===== src/rtl/pipeline_pkg.sv =====
// rtl/pipeline_pkg.sv - shared types and constants for the pipeline hazard controller
package pipeline_pkg;

  // Data-memory sequencing states
  typedef enum logic {
    RUN      = 1'b0,
    MEM_WAIT = 1'b1
  } hz_state_e;

  // ALU operand source selects
  localparam logic [1:0] FWD_RF  = 2'b00;
  localparam logic [1:0] FWD_MEM = 2'b10;
  localparam logic [1:0] FWD_WB  = 2'b01;

  // A later-stage writer supplies this source; x0 is hard-wired and never forwarded
  function automatic logic fwd_hit(input logic wr, input logic [4:0] rd, input logic [4:0] rs);
    return wr && (rd != 5'd0) && (rd == rs);
  endfunction

endpackage


===== src/rtl/forwarding_unit.sv =====
// rtl/forwarding_unit.sv - EX-stage operand forwarding selects, EX/MEM over MEM/WB
module forwarding_unit
  import pipeline_pkg::*;
(
  input  logic [4:0] i_ex_rs1,
  input  logic [4:0] i_ex_rs2,
  input  logic [4:0] i_mem_rd,
  input  logic       i_mem_reg_write,
  input  logic [4:0] i_wb_rd,
  input  logic       i_wb_reg_write,
  output logic [1:0] o_fwd_a,
  output logic [1:0] o_fwd_b
);

  // The youngest producer wins: EX/MEM is checked before MEM/WB
  always_comb begin
    o_fwd_a = FWD_RF;
    o_fwd_b = FWD_RF;
    if (fwd_hit(i_mem_reg_write, i_mem_rd, i_ex_rs1))     o_fwd_a = FWD_MEM;
    else if (fwd_hit(i_wb_reg_write, i_wb_rd, i_ex_rs1))  o_fwd_a = FWD_WB;
    if (fwd_hit(i_mem_reg_write, i_mem_rd, i_ex_rs2))     o_fwd_b = FWD_MEM;
    else if (fwd_hit(i_wb_reg_write, i_wb_rd, i_ex_rs2))  o_fwd_b = FWD_WB;
  end

endmodule


===== src/rtl/pipeline_hazard_ctrl.sv =====
// rtl/pipeline_hazard_ctrl.sv - stall/flush priority, dmem wait FSM with watchdog; HAZARD_PERF_CNT_EN adds stall/flush counters
module pipeline_hazard_ctrl
  import pipeline_pkg::*;
#(
  parameter int MEM_TIMEOUT = 16,
  parameter int CNT_W       = 32
) (
  input  logic             clk,
  input  logic             rst_n,
  input  logic [4:0]       id_rs1,
  input  logic [4:0]       id_rs2,
  input  logic [4:0]       ex_rs1,
  input  logic [4:0]       ex_rs2,
  input  logic [4:0]       ex_rd,
  input  logic             ex_mem_read,
  input  logic             ex_branch_taken,
  input  logic [4:0]       mem_rd,
  input  logic [4:0]       wb_rd,
  input  logic             mem_reg_write,
  input  logic             wb_reg_write,
  input  logic             mem_req,
  input  logic             dmem_ready,
  output logic             pc_en,
  output logic             if_id_en,
  output logic             id_ex_en,
  output logic             ex_mem_en,
  output logic             mem_wb_en,
  output logic             if_id_flush,
  output logic             id_ex_flush,
  output logic [1:0]       fwd_a,
  output logic [1:0]       fwd_b,
  output logic             mem_err
`ifdef HAZARD_PERF_CNT_EN
  ,
  output logic [CNT_W-1:0] stall_cnt,
  output logic [CNT_W-1:0] flush_cnt
`endif
);

  localparam int WC_W = (MEM_TIMEOUT > 2) ? $clog2(MEM_TIMEOUT) : 1;
  localparam logic [WC_W-1:0] WC_LAST = WC_W'(MEM_TIMEOUT - 1);

  if (MEM_TIMEOUT < 2 || CNT_W < 1) begin : g_bad_param
    $error("pipeline_hazard_ctrl: MEM_TIMEOUT must be >= 2 and CNT_W >= 1");
  end

  hz_state_e       r_state;
  logic [WC_W-1:0] r_wait_cnt;
  logic            r_mem_err;

  logic       w_timeout;
  logic       w_freeze;
  logic       w_load_use;
  logic       w_branch_flush;
  logic [1:0] w_fwd_a;
  logic [1:0] w_fwd_b;

  // Timeout releases the pipeline exactly like a late dmem_ready would
  assign w_timeout  = (r_state == MEM_WAIT) && !dmem_ready && (r_wait_cnt == WC_LAST);
  assign w_freeze   = ((r_state == RUN) && mem_req && !dmem_ready) ||
                      ((r_state == MEM_WAIT) && !dmem_ready && !w_timeout);
  assign w_load_use = ex_mem_read && (ex_rd != 5'd0) && ((ex_rd == id_rs1) || (ex_rd == id_rs2));
  assign w_branch_flush = !w_freeze && ex_branch_taken;

  forwarding_unit u_fwd (
    .i_ex_rs1        (ex_rs1),
    .i_ex_rs2        (ex_rs2),
    .i_mem_rd        (mem_rd),
    .i_mem_reg_write (mem_reg_write),
    .i_wb_rd         (wb_rd),
    .i_wb_reg_write  (wb_reg_write),
    .o_fwd_a         (w_fwd_a),
    .o_fwd_b         (w_fwd_b)
  );

  assign fwd_a   = rst_n ? w_fwd_a : FWD_RF;
  assign fwd_b   = rst_n ? w_fwd_b : FWD_RF;
  assign mem_err = r_mem_err;

  // Enable/flush priority: reset, freeze, branch, load-use, run
  always_comb begin
    pc_en       = 1'b1;
    if_id_en    = 1'b1;
    id_ex_en    = 1'b1;
    ex_mem_en   = 1'b1;
    mem_wb_en   = 1'b1;
    if_id_flush = 1'b0;
    id_ex_flush = 1'b0;
    if (!rst_n || w_freeze) begin
      pc_en     = 1'b0;
      if_id_en  = 1'b0;
      id_ex_en  = 1'b0;
      ex_mem_en = 1'b0;
      mem_wb_en = 1'b0;
      if (!rst_n) begin
        if_id_flush = 1'b1;
        id_ex_flush = 1'b1;
      end
    end else if (ex_branch_taken) begin
      if_id_flush = 1'b1;
      id_ex_flush = 1'b1;
    end else if (w_load_use) begin
      pc_en       = 1'b0;
      if_id_en    = 1'b0;
      id_ex_flush = 1'b1;
    end
  end

  // Data-memory wait FSM with watchdog; mem_err pulses the cycle after a timeout release
  always_ff @(posedge clk or negedge rst_n) begin
    if (!rst_n) begin
      r_state    <= RUN;
      r_wait_cnt <= '0;
      r_mem_err  <= 1'b0;
    end else begin
      r_mem_err <= 1'b0;
      case (r_state)
        RUN: begin
          r_wait_cnt <= '0;
          if (mem_req && !dmem_ready) r_state <= MEM_WAIT;
        end
        MEM_WAIT: begin
          if (dmem_ready) begin
            r_state    <= RUN;
            r_wait_cnt <= '0;
          end else if (w_timeout) begin
            r_state    <= RUN;
            r_wait_cnt <= '0;
            r_mem_err  <= 1'b1;
          end else begin
            r_wait_cnt <= r_wait_cnt + 1'b1;
          end
        end
        default: begin
          r_state    <= RUN;
          r_wait_cnt <= '0;
        end
      endcase
    end
  end

`ifdef HAZARD_PERF_CNT_EN
  // Free-running wrap-around counters of stalled and branch-flushed cycles
  always_ff @(posedge clk or negedge rst_n) begin
    if (!rst_n) begin
      stall_cnt <= '0;
      flush_cnt <= '0;
    end else begin
      if (!pc_en)         stall_cnt <= stall_cnt + 1'b1;
      if (w_branch_flush) flush_cnt <= flush_cnt + 1'b1;
    end
  end
`endif

endmodule


===== config.mk =====
export PLATFORM = sky130hd
export DESIGN_NAME = pipeline_hazard_ctrl
export DESIGN_NICKNAME = d
export VERILOG_FILES = /design/src/rtl/pipeline_pkg.sv /design/src/rtl/forwarding_unit.sv /design/src/rtl/pipeline_hazard_ctrl.sv
export SDC_FILE = /design/constraint.sdc
export NUM_CORES = 1
export LEC_CHECK = 0
export ABC_AREA = 1
export ABC_CLOCK_PERIOD_IN_PS = 1300
export CAP_MARGIN = 20
export CORE_MARGIN = 5
export CORE_UTILIZATION = 33
export DETAILED_ROUTE_END_ITERATION = 7
export GPL_TIMING_DRIVEN = 0
export PLACE_DENSITY = 0.75
export SLEW_MARGIN = 20
export SYNTH_ARGS = -nofsm -noshare
export SYNTH_HDL_FRONTEND = slang
export SYNTH_SLANG_ARGS = --single-unit

===== constraint.sdc =====
create_clock -name clk -period 1.3 [get_ports clk]
set_clock_uncertainty 0.05 [all_clocks]
set_input_delay 0.26 -clock clk [delete_from_list [all_inputs] [get_ports clk]]
set_output_delay 0.26 -clock clk [all_outputs]
set_load 0.02 [all_outputs]

==> flow_summary.yaml, run 1 <==
placed_design:
  routabilityCongestion: 0.820
  placedCellCount: 224
  place_area_um2: 1440
  dp_hpwl_um: 2110
  portBuffers: 54
setup_path:
  r2r-start: "r_wait_cnt[0]"
  r2r_slack_ns: 0.11
  path_cells: "ha_2 > nand3_4 > nand2_4 > o21ai_4 > nor2_4 > nand2_2 > inv_2 > buf_6 > buf_6"
  critPathMostFrequentCell: "buf_6"
  path_class: "register to output port"
  required_ns: 0.99
  crit_arrival_ns: 1.53
  worstRegToRegCells: 6
  rr_endpoint: "r_wait_cnt[0]"
  crit_fanout: 5
  cp-start-kind: "register"
  worstSetupEndpointType: "output port"
  crit_path_max_incr_delay_ns: 0.35
  cp_slowest_cell: "dfrtp_1"
logic_synthesis:
  synthesis.nets: 184
  syn_area_per_cell_um2: 6.06
  synthFlopType: "dfrtp_1"
  ys_seq_elements: 6
  yosysSeqAreaShare_pct: 17.7
  synth_most_common_cell: "nand2_1"
  synth_top_area_share_pct: 17.7
  synth_top_area_cell: "dfrtp_1"
  async_flop_share_pct: 100
  synth_area_um2: 848
  synth-edff-count: 0
  yosys-top-cells-count: "nand2_1, inv_1, nor2_1"
  synthTopCellsByArea: "dfrtp_1, nand2_1, xor2_1, inv_1, nor2_1"
  synth_cell_type_count: 20
  synth-warning-count: 0
  synthCells: 140
floorplan:
  ios: 55
  dieArea_um2: 3680
  die_x_um: 60.7
  fp.dieH_um: 60.7
  start_util_pct: 34.2
  coreArea_um2: 2480
  row_count: 18
route:
  viasPerCell: 4.54
  vias: 1054
  ant_nets: 0
  first_pass_iters: 4
  routed_wl_um: 2620
  avgRoutedWirePerCell_um: 11.3
  drt-initial-drc-count: 33
  drc: 0
finish:
  final_design_area_no_fill_um2: 1590
  fin_cells: 232
  drive_gt1_share_pct: 38.1
  nNetsFinal: 248
  syn_to_final_growth_pct: 87.0
  antenna_cells: 0
global_routing:
  grt_pass1_vias: 1081
  grt_pass1_wl_um: 4340
  grt_max_degree: 10
  grt_overflow: 0
  track_usage_pct: 15.2
  antenna_found_initial: 0
clock_tree:
  clock-root-buffer: "clkbuf_4"
  cts_sinks: 6
  cts_max_path_buffers: 2
  clkLatencyLatePin_ns: 0.24
  cts_tree: "built"
  cts_made_buffers: 3
  htree_num_levels: 1
  path_clk_slew_ns: 0.04
sta:
  worstMarginPinSlew_ns: 0.214
  setup_slack_ns: -0.537
  finalSetupViolations: 11
  rsz0062_at_grt: "true"
  whs_ns: -0.185
  min_period_ns: 1.84
  post-route-period-util_pct: 141
  slew_headroom_pct: 85.7
  hold_viol_final: 6
  slew_viol_final: 0
  max_clock_freq_mhz: 544
outcome:
  run_status: "finished with violations"
  violations: "hold timing, setup timing"
flow_run:
  drv_cap: 0
worst_hold_path:
  hp-class: "primary input to asynchronous set/reset pin"
power:
  max-vdd-ir-drop_mv: 0.482
  cellPowerDensity_nw_per_um2: 516
  leakage_nw: 0.864
[metal layers]
metal | global-route usage, % | wire length [um]
met1 | 16.4 | 944
met2 | 29.8 | 1400
met3 | 4.04 | 258
met4 | 2.17 | 16
met5 | 0 | 0
[logic make-up after synthesis]
family | after synthesis | synth area share, %
adders and majority gates | 1 | 1.47
and+or+nand+nor | 73 | 36.6
DFF | 6 | 17.7
AOI/OAI and AO/OA | 9 | 7.96
xor gates and xnor gates | 21 | 21.7
buffers and inverters | 30 | 14.6
[cell type report]
cell class                      instances  area, um2
Buffer                                  3       26.3
Clock buffer                            3       22.5
Fill cell                             223        891
Inverter                               27        101
Multi-Input combinational cell        104        707
Sequential cell                         6        150
Tap cell                               30       37.5
Timing Repair Buffer                   59        542
[timing repair]
action,4_1_cts,5_1_grt
endpoints found under the setup margin,12,11
buffers inserted,4,1
resized for setup,182,33
endpoints found under the hold margin,6,6
pin swaps,38,22
[report_power, final]
part           switching [W]  internal [W]  total (W)
Sequential        0.00000251      0.000194   0.000197
Clock              0.0000614      0.000104   0.000165
Combinational       0.000219      0.000238   0.000457
Total               0.000282      0.000536   0.000818
[flip-flops by register name, indices dropped and copies added, names as in the netlist]
| signal | count |
|---|---|
| mem_err | 1 |
| r_state | 1 |
| r_wait_cnt | 4 |
[how the worst max path moves through the flow]
stage,from,end,slack [ns],cells after the start
2_1_floorplan,r_wait_cnt[0],pc_en,-0.34,8
3_3_place_gp,rst_n,pc_en,-1.21,7
3_5_place_dp,rst_n,pc_en,-1.24,7
4_1_cts,r_wait_cnt[0],pc_en,-0.56,9
5_1_grt,r_wait_cnt[0],id_ex_flush,-0.64,8
6_report,r_wait_cnt[0],pc_en,-0.54,9
[critical path: cells and delay by family, from the launching register on]
kind	cells	cell delay [ns]
AND/OR/NAND/NOR	4	0.40
AO/OA/AOI/OAI	1	0.08
buffers and inverters	3	0.24
flip-flops	1	0.35
adder cells (fa/ha/maj)	1	0.21
[layout by cell type, fill, tap and decap left out, drive strengths merged]
cell type,instances
nand3,10
xnor2,9
nor2,25
nor3,3
ha,1
inv,27
dfrtp,6
a21oi,2
buf,38
nand2,34
o21ai,7
dlymetal6s2s,1
nand4,1
clkdlybuf4s50,6
dlygate4sd2,15
clkbuf,5
xor2,12
[per-stage QoR]
| stage | setup TNS [ns] | setup WS (ns) | power [W] | hold WS, ns | util, % |
|---|---|---|---|---|---|
| final | -3.58 | -0.537 | 0.000818 | -0.185 | 64.0 |
| after global routing | -4.46 | -0.644 | 0.000878 | -0.192 | 64.0 |
| after CTS | -3.89 | -0.557 | 0.000797 | -0.184 | 60.0 |
| after detailed placement | -12.00 | -1.24 | 0.000620 | 0.412 | 57.9 |
| after global placement | -11.77 | -1.21 | 0.000612 | 0.400 | 57.9 |
| after floorplan | -1.13 | -0.336 | 0.000394 | -0.0856 | - |
Power figures use the tool's default switching activity.
==> inputs of run 2 (changes only) <==
- CORE_MARGIN: 5 -> 3
==> run 2 against run 1 <==
The run ends with setup timing left. Setup slack got worse by 0.0032 ns. Highest routed layer unchanged. First-iteration DRC count fell by 12%. Sequential cell count did not move. Non-clock buffer count rose by 5. Final cell count rose by 1.3%. Largest power group unchanged. Sequential power barely moved. Core utilization rose by 6.6 points. Global-route usage rose by 4.0 points. Clock power rose by 4%. Critical endpoint unchanged. Design area rose by 3.2%. Die area fell by 13%. Sequential share of layout area fell by 0.30 points.
==> flow_summary.yaml, run 2 (same netlist as run 1, synthesis figures left out) <==
outcome:
  run_status: "finished with violations"
  violations: "setup timing"
global_routing:
  grt_pass1_vias: 1153
  grt_overflow: 0
  antenna_found_initial: 0
  grt_max_degree: 7
  grt_pass1_wl_um: 4880
  track_usage_pct: 19.1
setup_path:
  crit_fanout: 5
  required_ns: 0.99
  rr_endpoint: "r_wait_cnt[2]"
  r2r-start: "r_wait_cnt[1]"
  cp-start-kind: "register"
  r2r_slack_ns: 0.06
  path_class: "register to output port"
  worstRegToRegCells: 5
  crit_arrival_ns: 1.53
  worstSetupEndpointType: "output port"
route:
  avgRoutedWirePerCell_um: 13.1
  drt-initial-drc-count: 29
  first_pass_iters: 4
  routed_wl_um: 3080
  vias: 1117
  drc: 0
  ant_nets: 0
  viasPerCell: 4.75
finish:
  drive_gt1_share_pct: 35.7
  top_register: "r_wait_cnt"
  nNetsFinal: 253
  final_core_util_pct: 70.6
  largest_register_ffs: 4
  final_common_cell: "nand2_1"
  antenna_cells: 0
  fin_cells: 235
  syn_to_final_growth_pct: 93.1
  layout_common_cells: "nand2_1, inv_1, nor2_1"
power:
  leakage_nw: 0.910
  cellPowerDensity_nw_per_um2: 520
  max-vdd-ir-drop_mv: 0.735
sta:
  max_clock_freq_mhz: 543
  min_period_ns: 1.84
  slew_headroom_pct: 81.3
  finalSetupViolations: 11
  slew_viol_final: 0
  post-route-period-util_pct: 142
  worstMarginPinSlew_ns: 0.280
  rsz0062_at_grt: "true"
  hold_viol_final: 0
  setup_slack_ns: -0.540
placed_design:
  dp_hpwl_um: 2210
  routabilityCongestion: 0.897
  portBuffers: 54
  placedCellCount: 222
clock_tree:
  htree_num_levels: 1
  clkLatencyLatePin_ns: 0.24
  cts_tree: "built"
  cts_made_buffers: 3
  cts_sinks: 6
  clock-root-buffer: "clkbuf_4"
  path_clk_slew_ns: 0.04
  cts_max_path_buffers: 2
flow_run:
  drv_cap: 0
floorplan:
  ios: 55
  fp.dieH_um: 56.7
  coreArea_um2: 2320
  row_count: 17
  dieArea_um2: 3210
  start_util_pct: 36.6
  die_x_um: 56.7
worst_hold_path:
  hp-class: "primary input to asynchronous set/reset pin"
## run 2: cell count changes in the layout (fill, tap and decap cells not counted), sizes merged
cell / previous run / this run
buf: 38 / 43
clkbuf: 5 / 3
dlymetal6s2s: 1 / 3
clkdlybuf4s15: 0 / 1
clkdlybuf4s50: 6 / 5
dlygate4sd2: 15 / 14
dlygate4sd3: 0 / 1
## run 2: layer usage
layer / GRT usage, % / share of wire, %
met3: 4.83 / 8.2
met4: 4.41 / 1.2
met1: 21.2 / 37
met2: 35.8 / 53
met5: 0 / 0
## run 2: timing repair
item,CTS,global route
hold buffers,1,0
setup buffers,5,4
setup endpoints to repair,12,11
endpoints found under the hold margin,6,0
pin swaps,35,18
gates resized for setup,197,18
## run 2: where the power goes
group | total, W | leakage, nW | switching [W] | internal, W
logic | 0.000482 | 0.815 | 0.000224 | 0.000258
registers | 0.000198 | 0.0819 | 0.00000419 | 0.000194
clock network | 0.000171 | 0.0138 | 0.0000666 | 0.000104
## run 2: cell type report
| cell class | instances | area (um2) |
|---|---|---|
| fillers | 192 | 681 |
| inverters | 27 | 101 |
| well taps | 28 | 35.0 |
| repair buffers | 64 | 607 |
| clock buffers | 3 | 22.5 |
| multi-input cells | 104 | 692 |
| plain buffers | 3 | 30.0 |
| flip-flops and latches | 6 | 150 |
## run 2: worst max-delay path: stages (launching register included)
cell     delay (ns)
dfrtp_1        0.39
ha_4           0.16
nand3_4        0.07
nand2_4        0.08
o21ai_4        0.08
nor2_4         0.16
nand2_1        0.09
inv_2          0.06
buf_6          0.08
buf_6          0.10
## run 2: metrics by stage
| step | setup slack (ns) | power [W] | setup TNS [ns] | hold WS, ns | instance area, um2 |
|---|---|---|---|---|---|
| finish | -0.540 | 0.000851 | -3.97 | 0.452 | 1640 |
| global route | -0.650 | 0.000919 | -5.10 | 0.478 | 1640 |
| CTS | -0.559 | 0.000825 | -3.77 | 0.453 | 1550 |
| detailed placement | -1.21 | 0.000623 | -11.96 | 0.424 | 1430 |
| global placement | -1.20 | 0.000614 | -11.72 | 0.406 | 1430 |
| floorplan | -0.336 | 0.000394 | -1.13 | -0.0856 | 857 |
## run 2: worst max path at each step
| stage | start | end | slack [ns] | cells past startpoint |
|---|---|---|---|---|
| 3_3_place_gp | rst_n | pc_en | -1.20 | 7 |
| 3_5_place_dp | rst_n | pc_en | -1.21 | 7 |
| 4_1_cts | r_wait_cnt[0] | pc_en | -0.56 | 9 |
| 6_report | r_wait_cnt[1] | pc_en | -0.54 | 9 |
| 5_1_grt | r_wait_cnt[1] | pc_en | -0.65 | 9 |
| 2_1_floorplan | r_wait_cnt[0] | pc_en | -0.34 | 8 |
==> inputs of run 3 (changes only) <==
- CORE_MARGIN: 3 -> unset
- CTS_CLUSTER_DIAMETER: unset -> 60
==> run 3 against run 2 <==
The flow still finishes with violations (setup timing). Count of clock-buffer cells in the layout unchanged. Fmax down 2.1%. Largest cell class unchanged. Critical path depth down 1. Die area down 14%. Non-clock buffer count unchanged. Critical endpoint is now id_ex_en. Global-route usage up 1.8 points. Sequential cell count unchanged.
==> flow_summary.yaml, run 3 (same netlist as run 1, synthesis figures left out) <==
power:
  p_sw_share_pct: 35.8
  switchingPower_w: 0.000309
  p_clk_share_pct: 20.7
  total_power_w: 0.000863
  max-vdd-ir-drop_mv: 0.389
  internal_power_w: 0.000554
  leakage_nw: 0.889
  seqPwrFrac_pct: 22.9
  cellPowerDensity_nw_per_um2: 524
  comb_power_share_pct: 56.4
clock_tree:
  cts_made_buffers: 3
  clock-root-buffer: "clkbuf_4"
  cts_sinks: 6
  clkLatencyLatePin_ns: 0.25
  cts_max_path_buffers: 2
  path_clk_slew_ns: 0.05
  cts_tree: "built"
  htree_num_levels: 1
global_routing:
  grt_pass1_vias: 1024
  grt_overflow: 0
  grt_max_degree: 10
  grt_pass1_wl_um: 4210
  track_usage_pct: 20.9
  antenna_found_initial: 0
finish:
  final_design_area_no_fill_um2: 1650
  nNetsFinal: 253
  fillers: 197
  layout_common_cells: "nand2_1, inv_1, nor2_1, buf_6, dlygate4sd2_1"
  antenna_cells: 0
  multi_input_area_um2: 711
  largest_register_ffs: 4
  drive_gt1_share_pct: 37.7
  top_register: "r_wait_cnt"
  seqCellArea_um2: 150
  final_common_cell: "nand2_1"
  syn_to_final_growth_pct: 94.0
sta:
  min_period_ns: 1.88
  max_clock_freq_mhz: 532
  post-route-period-util_pct: 145
  slew_headroom_pct: 79.3
  rsz0062_at_grt: "true"
  slew_viol_final: 0
  hold_viol_final: 0
  setup_slack_ns: -0.580
  worstMarginPinSlew_ns: 0.310
  finalSetupViolations: 12
route:
  drc: 0
  ant_nets: 0
  drt-initial-drc-count: 10
  routed_wl_um: 3000
  vias: 1110
  viasPerCell: 4.68
  avgRoutedWirePerCell_um: 12.7
  first_pass_iters: 4
setup_path:
  required_ns: 0.99
  critPathMostFrequentCell: "buf_6"
  path_cells: "ha_2 > nand3_4 > nand2_4 > o21ai_4 > nor2_4 > buf_4 > buf_6 > buf_6"
  crit_arrival_ns: 1.57
  cp-start-kind: "register"
  cp_slowest_cell: "dfrtp_1"
  worstSetupEndpointType: "output port"
  crit_family: "flip-flops"
  crit_path_max_incr_delay_ns: 0.37
  cp.buffers_inverters: 3
  path_class: "register to output port"
  crit_fanout: 4
floorplan:
  row_count: 18
  start_util_pct: 34.6
  ios: 55
  coreArea_um2: 2450
  dieArea_um2: 2780
  fp.dieH_um: 52.7
  die_x_um: 52.7
flow_run:
  drv_cap: 0
outcome:
  violations: "setup timing"
  run_status: "finished with violations"
placed_design:
  dp_hpwl_um: 2030
  routabilityCongestion: 0.758
  portBuffers: 54
  place_area_um2: 1440
worst_hold_path:
  hp-class: "primary input to register"
## run 3: layer usage
metal / global-route usage, % / share of wire [%]
met3: 2.90 / 5.4
met1: 19.9 / 37
met2: 43.2 / 57
met4: 7.89 / 1.1
met5: 0 / 0
## run 3: worst paths after layout
kind / start / end / slack (ns) / depth (start not counted)
hold / removal: dmem_ready / r_state / 0.41 / 2
max in group asynchronous: rst_n / r_state / 0.54 / 2
setup / recovery: r_wait_cnt[0] / id_ex_en / -0.58 / 8
hold reg to reg: r_wait_cnt[0] / r_wait_cnt[0] / 0.53 / 2
setup reg to reg: r_wait_cnt[1] / r_wait_cnt[2] / -0.08 / 5
min in group asynchronous: rst_n / mem_err / 0.43 / 2
## run 3: through the flow
step           setup WS, ns  utilization [%]  hold WS [ns]  setup TNS [ns]  std cells
2_1_floorplan        -0.336                -       -0.0856           -1.13        140
3_3_place_gp          -1.20             58.5         0.400          -11.73        224
3_5_place_dp          -1.22             58.5         0.432          -12.03        224
4_1_cts              -0.542             60.6        -0.226           -3.81        231
5_1_grt              -0.652             67.0         0.413           -4.92        237
6_report             -0.580             67.0         0.407           -4.20        237
## run 3: power groups by stage
stage	clock (W)	sequential [W]	combinational, W
4_1_cts	0.000182	0.000197	0.000431
2_1_floorplan	0	0.000199	0.000194
5_1_grt	0.000197	0.000197	0.000523
3_3_place_gp	0	0.000200	0.000410
6_report	0.000179	0.000197	0.000486
3_5_place_dp	0	0.000200	0.000422
## run 3: layout make-up
type | count | share of cell area (%)
Timing Repair Buffer | 64 | 36.0
Clock buffer | 3 | 1.37
Buffer | 3 | 1.83
Inverter | 27 | 6.16
Tap cell | 30 | 2.28
Multi-Input combinational cell | 104 | 43.2
Sequential cell | 6 | 9.13
## run 3: what timing repair did
action                                 CTS  global route
pin swaps                               36            23
gates resized for setup                186            32
buffers inserted                         4             5
endpoints found under the hold margin    6             6
setup endpoints to repair               12            11
gates cloned                             0             0
## run 3: worst reg2reg max path: cells and delay by family, from the launching register on
kind | cells | cell delay, ns
AOI/OAI and AO/OA | 2 | 0.33
adders and majority gates | 1 | 0.21
buffers and inverters | 2 | 0.26
DFF | 1 | 0.39
